File: config.mk
export PLATFORM = sky130hd
export DESIGN_NAME = scan_ctrl_chain_flat
export DESIGN_NICKNAME = d
export VERILOG_FILES = /design/src/rtl/scan_ctrl_chain_if.sv /design/src/rtl/scan_ctrl_chain.sv /design/src/flat_wrapper.sv
export SDC_FILE = /design/constraint.sdc
export NUM_CORES = 1
export LEC_CHECK = 0
export CORE_UTILIZATION = 50
export DETAILED_ROUTE_END_ITERATION = 8
export PLACE_DENSITY = 0.74
export SLEW_MARGIN = 15
export SYNTH_ARGS = -nofsm -noshare
export SYNTH_HDL_FRONTEND = slang
export SYNTH_SLANG_ARGS = --single-unit
File: constraint.sdc
create_clock -name SCAN_CLK -period 1.9 [get_ports SCAN_CLK]
set_input_delay 0.57 -clock SCAN_CLK [delete_from_list [all_inputs] [get_ports SCAN_CLK]]
set_output_delay 0.57 -clock SCAN_CLK [all_outputs]
set_load 0.01 [all_outputs]
File: src/rtl/scan_ctrl_chain_if.sv
// Pad-side scan/control signal bundle for scan_ctrl_chain.
// The master drives the scan pads; the slave is the control register.
interface scan_ctrl_chain_if #(
    parameter int unsigned WIDTH = 12
);
    logic             SCAN_EN;
    logic             SCAN_IN;
    logic             LOAD;
    logic             CAPTURE;
    logic             SCAN_OUT;
    logic [WIDTH-1:0] CTRL;
    logic             FRAME_ERR;
    logic             LOAD_DONE;

    modport master (
        output SCAN_EN, SCAN_IN, LOAD, CAPTURE,
        input  SCAN_OUT, CTRL, FRAME_ERR, LOAD_DONE
    );

    modport slave (
        input  SCAN_EN, SCAN_IN, LOAD, CAPTURE,
        output SCAN_OUT, CTRL, FRAME_ERR, LOAD_DONE
    );
endinterface

File: src/rtl/scan_ctrl_chain.sv
// Serial-scan control register: shift chain, shadow CTRL register committed on a
// LOAD edge only when exactly WIDTH bits were shifted, plus CTRL readback via CAPTURE.
module scan_ctrl_chain #(
    parameter int unsigned      WIDTH     = 12,
    parameter logic [WIDTH-1:0] RESET_VAL = '0,
    parameter bit               SYNC_LOAD = 1'b1
) (
    input  logic              SCAN_CLK,
    input  logic              RESET,
    scan_ctrl_chain_if.slave  bus
);
    localparam int unsigned   CW       = $clog2(WIDTH + 2);
    localparam logic [CW-1:0] CNT_FULL = CW'(WIDTH);
    localparam logic [CW-1:0] CNT_SAT  = CW'(WIDTH + 1);

    logic [WIDTH-1:0] sr;
    logic [WIDTH-1:0] ctrl;
    logic [CW-1:0]    cnt;
    logic             frame_err;
    logic             load_done;
    logic             ls;
    logic             lprev;
    logic             load_evt;
    logic             frame_ok;

    generate
        if (SYNC_LOAD) begin : g_sync
            logic [1:0] sync;
            always_ff @(posedge SCAN_CLK or posedge RESET) begin
                if (RESET) sync <= '0;
                else       sync <= {sync[0], bus.LOAD};
            end
            assign ls = sync[1];
        end else begin : g_direct
            assign ls = bus.LOAD;
        end
    endgenerate

    always_ff @(posedge SCAN_CLK or posedge RESET) begin
        if (RESET) lprev <= 1'b0;
        else       lprev <= ls;
    end

    assign load_evt = ls & ~lprev;
    assign frame_ok = (cnt == CNT_FULL);

    // Load decision reads pre-edge sr/cnt/ctrl, so a same-edge shift or
    // capture never disturbs the frame being committed.
    always_ff @(posedge SCAN_CLK or posedge RESET) begin
        if (RESET) begin
            sr        <= '0;
            ctrl      <= RESET_VAL;
            cnt       <= '0;
            frame_err <= 1'b0;
            load_done <= 1'b0;
        end else begin
            load_done <= load_evt & frame_ok;

            if (load_evt) begin
                if (frame_ok) begin
                    ctrl      <= sr;
                    frame_err <= 1'b0;
                end else begin
                    frame_err <= 1'b1;
                end
            end

            if (bus.SCAN_EN)      sr <= {sr[WIDTH-2:0], bus.SCAN_IN};
            else if (bus.CAPTURE) sr <= ctrl;

            // A shift on the load edge is the first bit of the next frame.
            if (load_evt) begin
                cnt <= bus.SCAN_EN ? CW'(1) : CW'(0);
            end else if (bus.SCAN_EN) begin
                if (cnt != CNT_SAT) cnt <= cnt + CW'(1);
            end else if (bus.CAPTURE) begin
                cnt <= CW'(0);
            end
        end
    end

    assign bus.SCAN_OUT  = sr[WIDTH-1];
    assign bus.CTRL      = ctrl;
    assign bus.FRAME_ERR = frame_err;
    assign bus.LOAD_DONE = load_done;
endmodule

File: src/flat_wrapper.sv
// flat-port wrapper written by rule: the top's interface ports become plain ports
module scan_ctrl_chain_flat 
#(
    parameter int unsigned      WIDTH     = 12,
    parameter logic [WIDTH-1:0] RESET_VAL = '0,
    parameter bit               SYNC_LOAD = 1'b1
)
  (SCAN_CLK, RESET, bus_SCAN_EN, bus_SCAN_IN, bus_LOAD, bus_CAPTURE, bus_SCAN_OUT, bus_CTRL, bus_FRAME_ERR, bus_LOAD_DONE);
  scan_ctrl_chain_if #(.WIDTH(WIDTH)) bus_i ();
  input  logic SCAN_CLK;
  input  logic RESET;
  input wire logic [$bits(bus_i.SCAN_EN)-1:0] bus_SCAN_EN;
  input wire logic [$bits(bus_i.SCAN_IN)-1:0] bus_SCAN_IN;
  input wire logic [$bits(bus_i.LOAD)-1:0] bus_LOAD;
  input wire logic [$bits(bus_i.CAPTURE)-1:0] bus_CAPTURE;
  output wire logic [$bits(bus_i.SCAN_OUT)-1:0] bus_SCAN_OUT;
  output wire logic [$bits(bus_i.CTRL)-1:0] bus_CTRL;
  output wire logic [$bits(bus_i.FRAME_ERR)-1:0] bus_FRAME_ERR;
  output wire logic [$bits(bus_i.LOAD_DONE)-1:0] bus_LOAD_DONE;
  assign bus_i.SCAN_EN = bus_SCAN_EN;
  assign bus_i.SCAN_IN = bus_SCAN_IN;
  assign bus_i.LOAD = bus_LOAD;
  assign bus_i.CAPTURE = bus_CAPTURE;
  assign bus_SCAN_OUT = bus_i.SCAN_OUT;
  assign bus_CTRL = bus_i.CTRL;
  assign bus_FRAME_ERR = bus_i.FRAME_ERR;
  assign bus_LOAD_DONE = bus_i.LOAD_DONE;
  scan_ctrl_chain #(.WIDTH(WIDTH), .RESET_VAL(RESET_VAL), .SYNC_LOAD(SYNC_LOAD)) u_core (.SCAN_CLK(SCAN_CLK), .RESET(RESET), .bus(bus_i));
endmodule
# == Word level (Yosys, flattened, before mapping) ==
# Index checks and enable logic that the tools add are counted.
# word_totals
word_cells,26
inputBits,6
mem_bits_rw,0
memories,0
latch_bits,0
register_bits,33
mem_bits_ro,0
out_inout_bits,15
# op_classes
add_sub_neg,1
bitwise,3
n_lt_le_gt_ge,0
shift,0
mux,8
mul,0
n_reduce_logical,4
n_div,0
n_eq_ne,3
# ops
op,n
two-way mux 12 bit,2
two-way mux 4 bit,4
"adder 4 x 1 -> 4 bit, second input constant",1
"equality test 4 bit, second input constant",1
"!= test 4 bit, second input constant",1
AND reduction 2 bit,2
"!= test 3 x 1 -> 1 bit, second input constant",1
nonzero test 3 bit,1
bitwise AND 1 bit,2
two-way mux 1 bit,2
nonzero test 2 bit,1
NOT 1 bit,1

# == Depth between registers and ports, before layout ==
# logic_depth
depth_word,4
depth_mapped,5
ltp_nobuf,5

# == Least setup slack after synthesis ==
# OpenSTA, ideal clock, no wires.
# synth_timing
path_type,flip-flop to flip-flop
from,register u_core.cnt[0]
to,"register u_core.ctrl[0], in the netlist u_core.bus.CTRL[0]"
synth_period_minus_slack_ps,1369
stages_incl_launch_ff,6
setup_slack_ps,531
n_path_buf,1
t_required_ps,1775
t_arrival_ps,1244
path_cell_list,dfrtp_1 inv_1 ha_1 nand4_4 buf_6 mux2_4
# synth_via
elab_chain_cells,2
# synth_lines
item,line,rtl
from (decl),scan_ctrl_chain.sv:18,logic [CW-1:0] cnt;
from (signal assigned),scan_ctrl_chain.sv:73,cnt <= bus.SCAN_EN ? CW'(1) : CW'(0);
from (signal assigned),scan_ctrl_chain.sv:75,if (cnt != CNT_SAT) cnt <= cnt + CW'(1);
equality test 4 bit,scan_ctrl_chain.sv:45,assign frame_ok = (cnt == CNT_FULL);
AND reduction 2 bit (no line),--,
to (signal assigned),scan_ctrl_chain.sv:61,ctrl <= sr;
to (decl),scan_ctrl_chain.sv:17,logic [WIDTH-1:0] ctrl;
# No other way between the ends.
# A chain may end at the register's enable or synchronous reset.

# == Worst setup path in the final report ==
# layout_timing
from,"register u_core.ctrl[10], in the netlist u_core.bus.CTRL[10]"
to,output bus_CTRL[10]
# layout_rtl
item,line,rtl
to (decl),flat_wrapper.sv:17,output wire logic [$bits(bus_i.CTRL)-1:0] bus_CTRL;
# No word-level cell between the ends.

==> metrics <==
result of the run finished, final reports clean; sequential cell area fraction in the yosys report 57.0%; count of flip-flops with a built-in enable after synthesis 0; most frequent cells in the layout 33 x dfrtp_1, 19 x clkdlybuf4s50_1, 14 x nand2_1; root buf cell clkbuf_4; final hold vios 0; transition time of the tightest slew-check pin 0.403 ns; unrepaired setup endpoints after global routing false; cell area power density 693 nW/um^2; CTS tree yes; headroom to the max-slew limit 73.1%; Peak Freq 546 MHz; maximum resistive drop on vdd 0.671 mV; number of filler instances in the final layout 220; fin worst setup slack 0.0685 ns; antenna viol nets, final 0; worst endpoint required time 1.33 ns; core box area 2760 um^2; die area 3110 um^2; Cell Int Power 0.912 mW; sort of element at the start of the critical path register; MaxCap Viol Count 0; Critical Path Stages 1; number of top-level pins 21; routed wire length 2500 um; Clock power frac 30.2%; Skew-Pair Late Insertion Delay 0.33 ns; Pleak 0.882 nW; GRT Resource Usage Total 18.7%; number of antenna violations at the first check in global routing 0; number of global-route vias before repair 953; Switching Power 0.313 mW; setup clock skew after layout 0.0118 ns; FFs w/ async S/R, synth 100%; wire length per cell 14.4 um; CTS hold repair buffers 0; number of register bits inferred by synthesis 33; Area Overhead vs Synth 22.1%; worst-path fanout max 3; syn avg cell area 12.8 um^2; synthesized net count 122; timing endpoint of the critical path bus_CTRL[10]; switching part of the total power 25.6%; CP max-delay cell clkdlybuf4s50_1; proportion of power drawn by flip-flops and latches 61.0%; reg-to-reg startpoint u_core.cnt[0]$_DFFE_PP0P_; count of buffering cells on the critical path with inverters included 1; post-layout net count 151; DRC violation count after routing 0; dominant register cell in the synthesized netlist dfrtp_1; layout cells sized above 1 20.3%; crit share post-route 96.4%; via total after detailed routing 942; antenna cells 0; minimum clock period 1.83 ns; CP cell instances clkdlybuf4s50_1; source of the critical timing path u_core.bus.CTRL[10]$_DFFE_PP0P_; hold crit path type reg -> reg; Row Count 19; accumulated negative setup slack 0 ns; endpoint kind of the worst setup timing path output port; mapped cell area 1450 um^2; Slew Viols, Final 0; pin count of the biggest net entering global routing 34; combinational cell fraction of total power 8.8%; Die Ht 55.8 um; final global-route overflow total 0; Reg clk slew, reported paths 0.10 ns; chip width 55.8 um; TritonRoute pass-1 iters 4; destination of the worst register-to-register timing path u_core.bus.CTRL[10]$_DFFE_PP0P_; count of port buffers added during placement 20; Arr. time, crit path 1.26 ns; gate count of the mapped netlist 113; total of warnings raised by yosys 0; maximum buffer depth of the clock tree 2; final setup violation count 0; path depth of the worst reg2reg path 4; weighted congestion reported at the end of routability-driven placement 0.699; Inserted Clock Buffers 5; unique cell type count in the Yosys netlist 24; most common cell after layout, fill and taps aside dfrtp_1; total clock sinks 33; detailed placement HPWL 1680 um; first-pass GRT wire length 4330 um; per-cell via count in the routed design 5.41; depth of the worst hold-timing path 0; reg-to-reg setup timing slack 0.32 ns; starting utilization of the core area 52.5%; DR iter-0 viols 19; category of the critical setup timing path reg -> out; Slowest Stage Delay on Critical Path 0.54 ns; Clock H-tree levels 2; pre-CTS setup slack 0.0282 ns; cell family with most CP delay buffers and inverters
[synth_stat cells, drive strengths merged (2+ instances only)]
cell type	number	share of area, %
clkbuf	3	0.78
ha	3	2.6
buf	3	1.5
nand3	2	0.69
o21ai	12	4.1
nand2	14	3.6
o21a	2	1.0
mux2i	12	8.3
inv	4	1.0
nand4	4	2.8
dfrtp	33	57
mux2	12	11
[cells by family (layout without fill, tap and decap cells)]
group / count (synthesis) / count (layout) / synth area share [%]
compound gates: 19 / 19 / 7.87
flops: 33 / 33 / 57.0
buf+inv: 10 / 40 / 3.28
mux: 24 / 24 / 19.7
fa+ha+maj: 3 / 3 / 2.59
simple gates: 24 / 24 / 9.51
[repair_timing]
action                                  in CTS  in global routing
buffers inserted                             0                  3
gates resized for setup                      0                  1
endpoints found under the setup margin       0                  4
[layer usage]
layer	share of wire [%]	routed length, um	vias to the layer above	GRT usage (%)
met2	46	1160	25	27.2
li1	-	-	456	-
met1	48	1200	459	23.6
met4	1.2	29	0	9.64
met5	0	0	-	0
met3	4.2	104	2	8.14
[how the worst min path moves through the flow]
stage	from	endpoint	slack [ns]
after floorplan	u_core.g_sync.sync[0]$_DFF_PP0_	u_core.g_sync.sync[1]$_DFF_PP0_	0.33
after global placement	u_core.g_sync.sync[0]$_DFF_PP0_	u_core.g_sync.sync[1]$_DFF_PP0_	0.33
after detailed placement	u_core.g_sync.sync[0]$_DFF_PP0_	u_core.g_sync.sync[1]$_DFF_PP0_	0.35
after CTS	u_core.g_sync.sync[0]$_DFF_PP0_	u_core.g_sync.sync[1]$_DFF_PP0_	0.37
after global routing	u_core.g_sync.sync[0]$_DFF_PP0_	u_core.g_sync.sync[1]$_DFF_PP0_	0.39
final	u_core.g_sync.sync[0]$_DFF_PP0_	u_core.g_sync.sync[1]$_DFF_PP0_	0.37
[state kept, by name (all words and copies together) (netlist names)]
register / flops
u_core.cnt: 4
u_core.sr: 12
u_core.bus.CTRL: 12
u_core.bus.LOAD_DONE: 1
u_core.bus.FRAME_ERR: 1
u_core.lprev: 1
u_core.g_sync.sync: 2
[layout make-up]
| cell class | instances | area (um^2) | area share [%] |
|---|---|---|---|
| clock inverter | 2 | 10.0 | 0.566 |
| sequential | 33 | 826 | 46.7 |
| inverter | 4 | 15.0 | 0.849 |
| clock buffer | 6 | 41.3 | 2.34 |
| timing repair buffer | 28 | 263 | 14.9 |
| tap | 31 | 38.8 | 2.19 |
| multi-input combinational | 70 | 574 | 32.5 |
[through the flow]
stage	cells	utilization [%]	hold slack (ns)	instance area (um^2)	power, mW
floorplan	113	-	0.331	1450	0.828
detailed placement	163	61.3	0.349	1690	0.870
finish	174	64.1	0.371	1770	1.23
CTS	171	63.2	0.370	1740	1.24
global route	174	64.1	0.387	1770	1.30
global placement	163	61.3	0.331	1690	0.862
[power groups by stage]
stage	Clock, mW	Combinational [mW]	Sequential, mW
3_5_place_dp	0	0.109	0.761
4_1_cts	0.387	0.109	0.747
6_report	0.370	0.108	0.747
2_1_floorplan	0	0.0727	0.756
3_3_place_gp	0	0.103	0.759
5_1_grt	0.425	0.122	0.751
(Power assumes the default switching activity.)
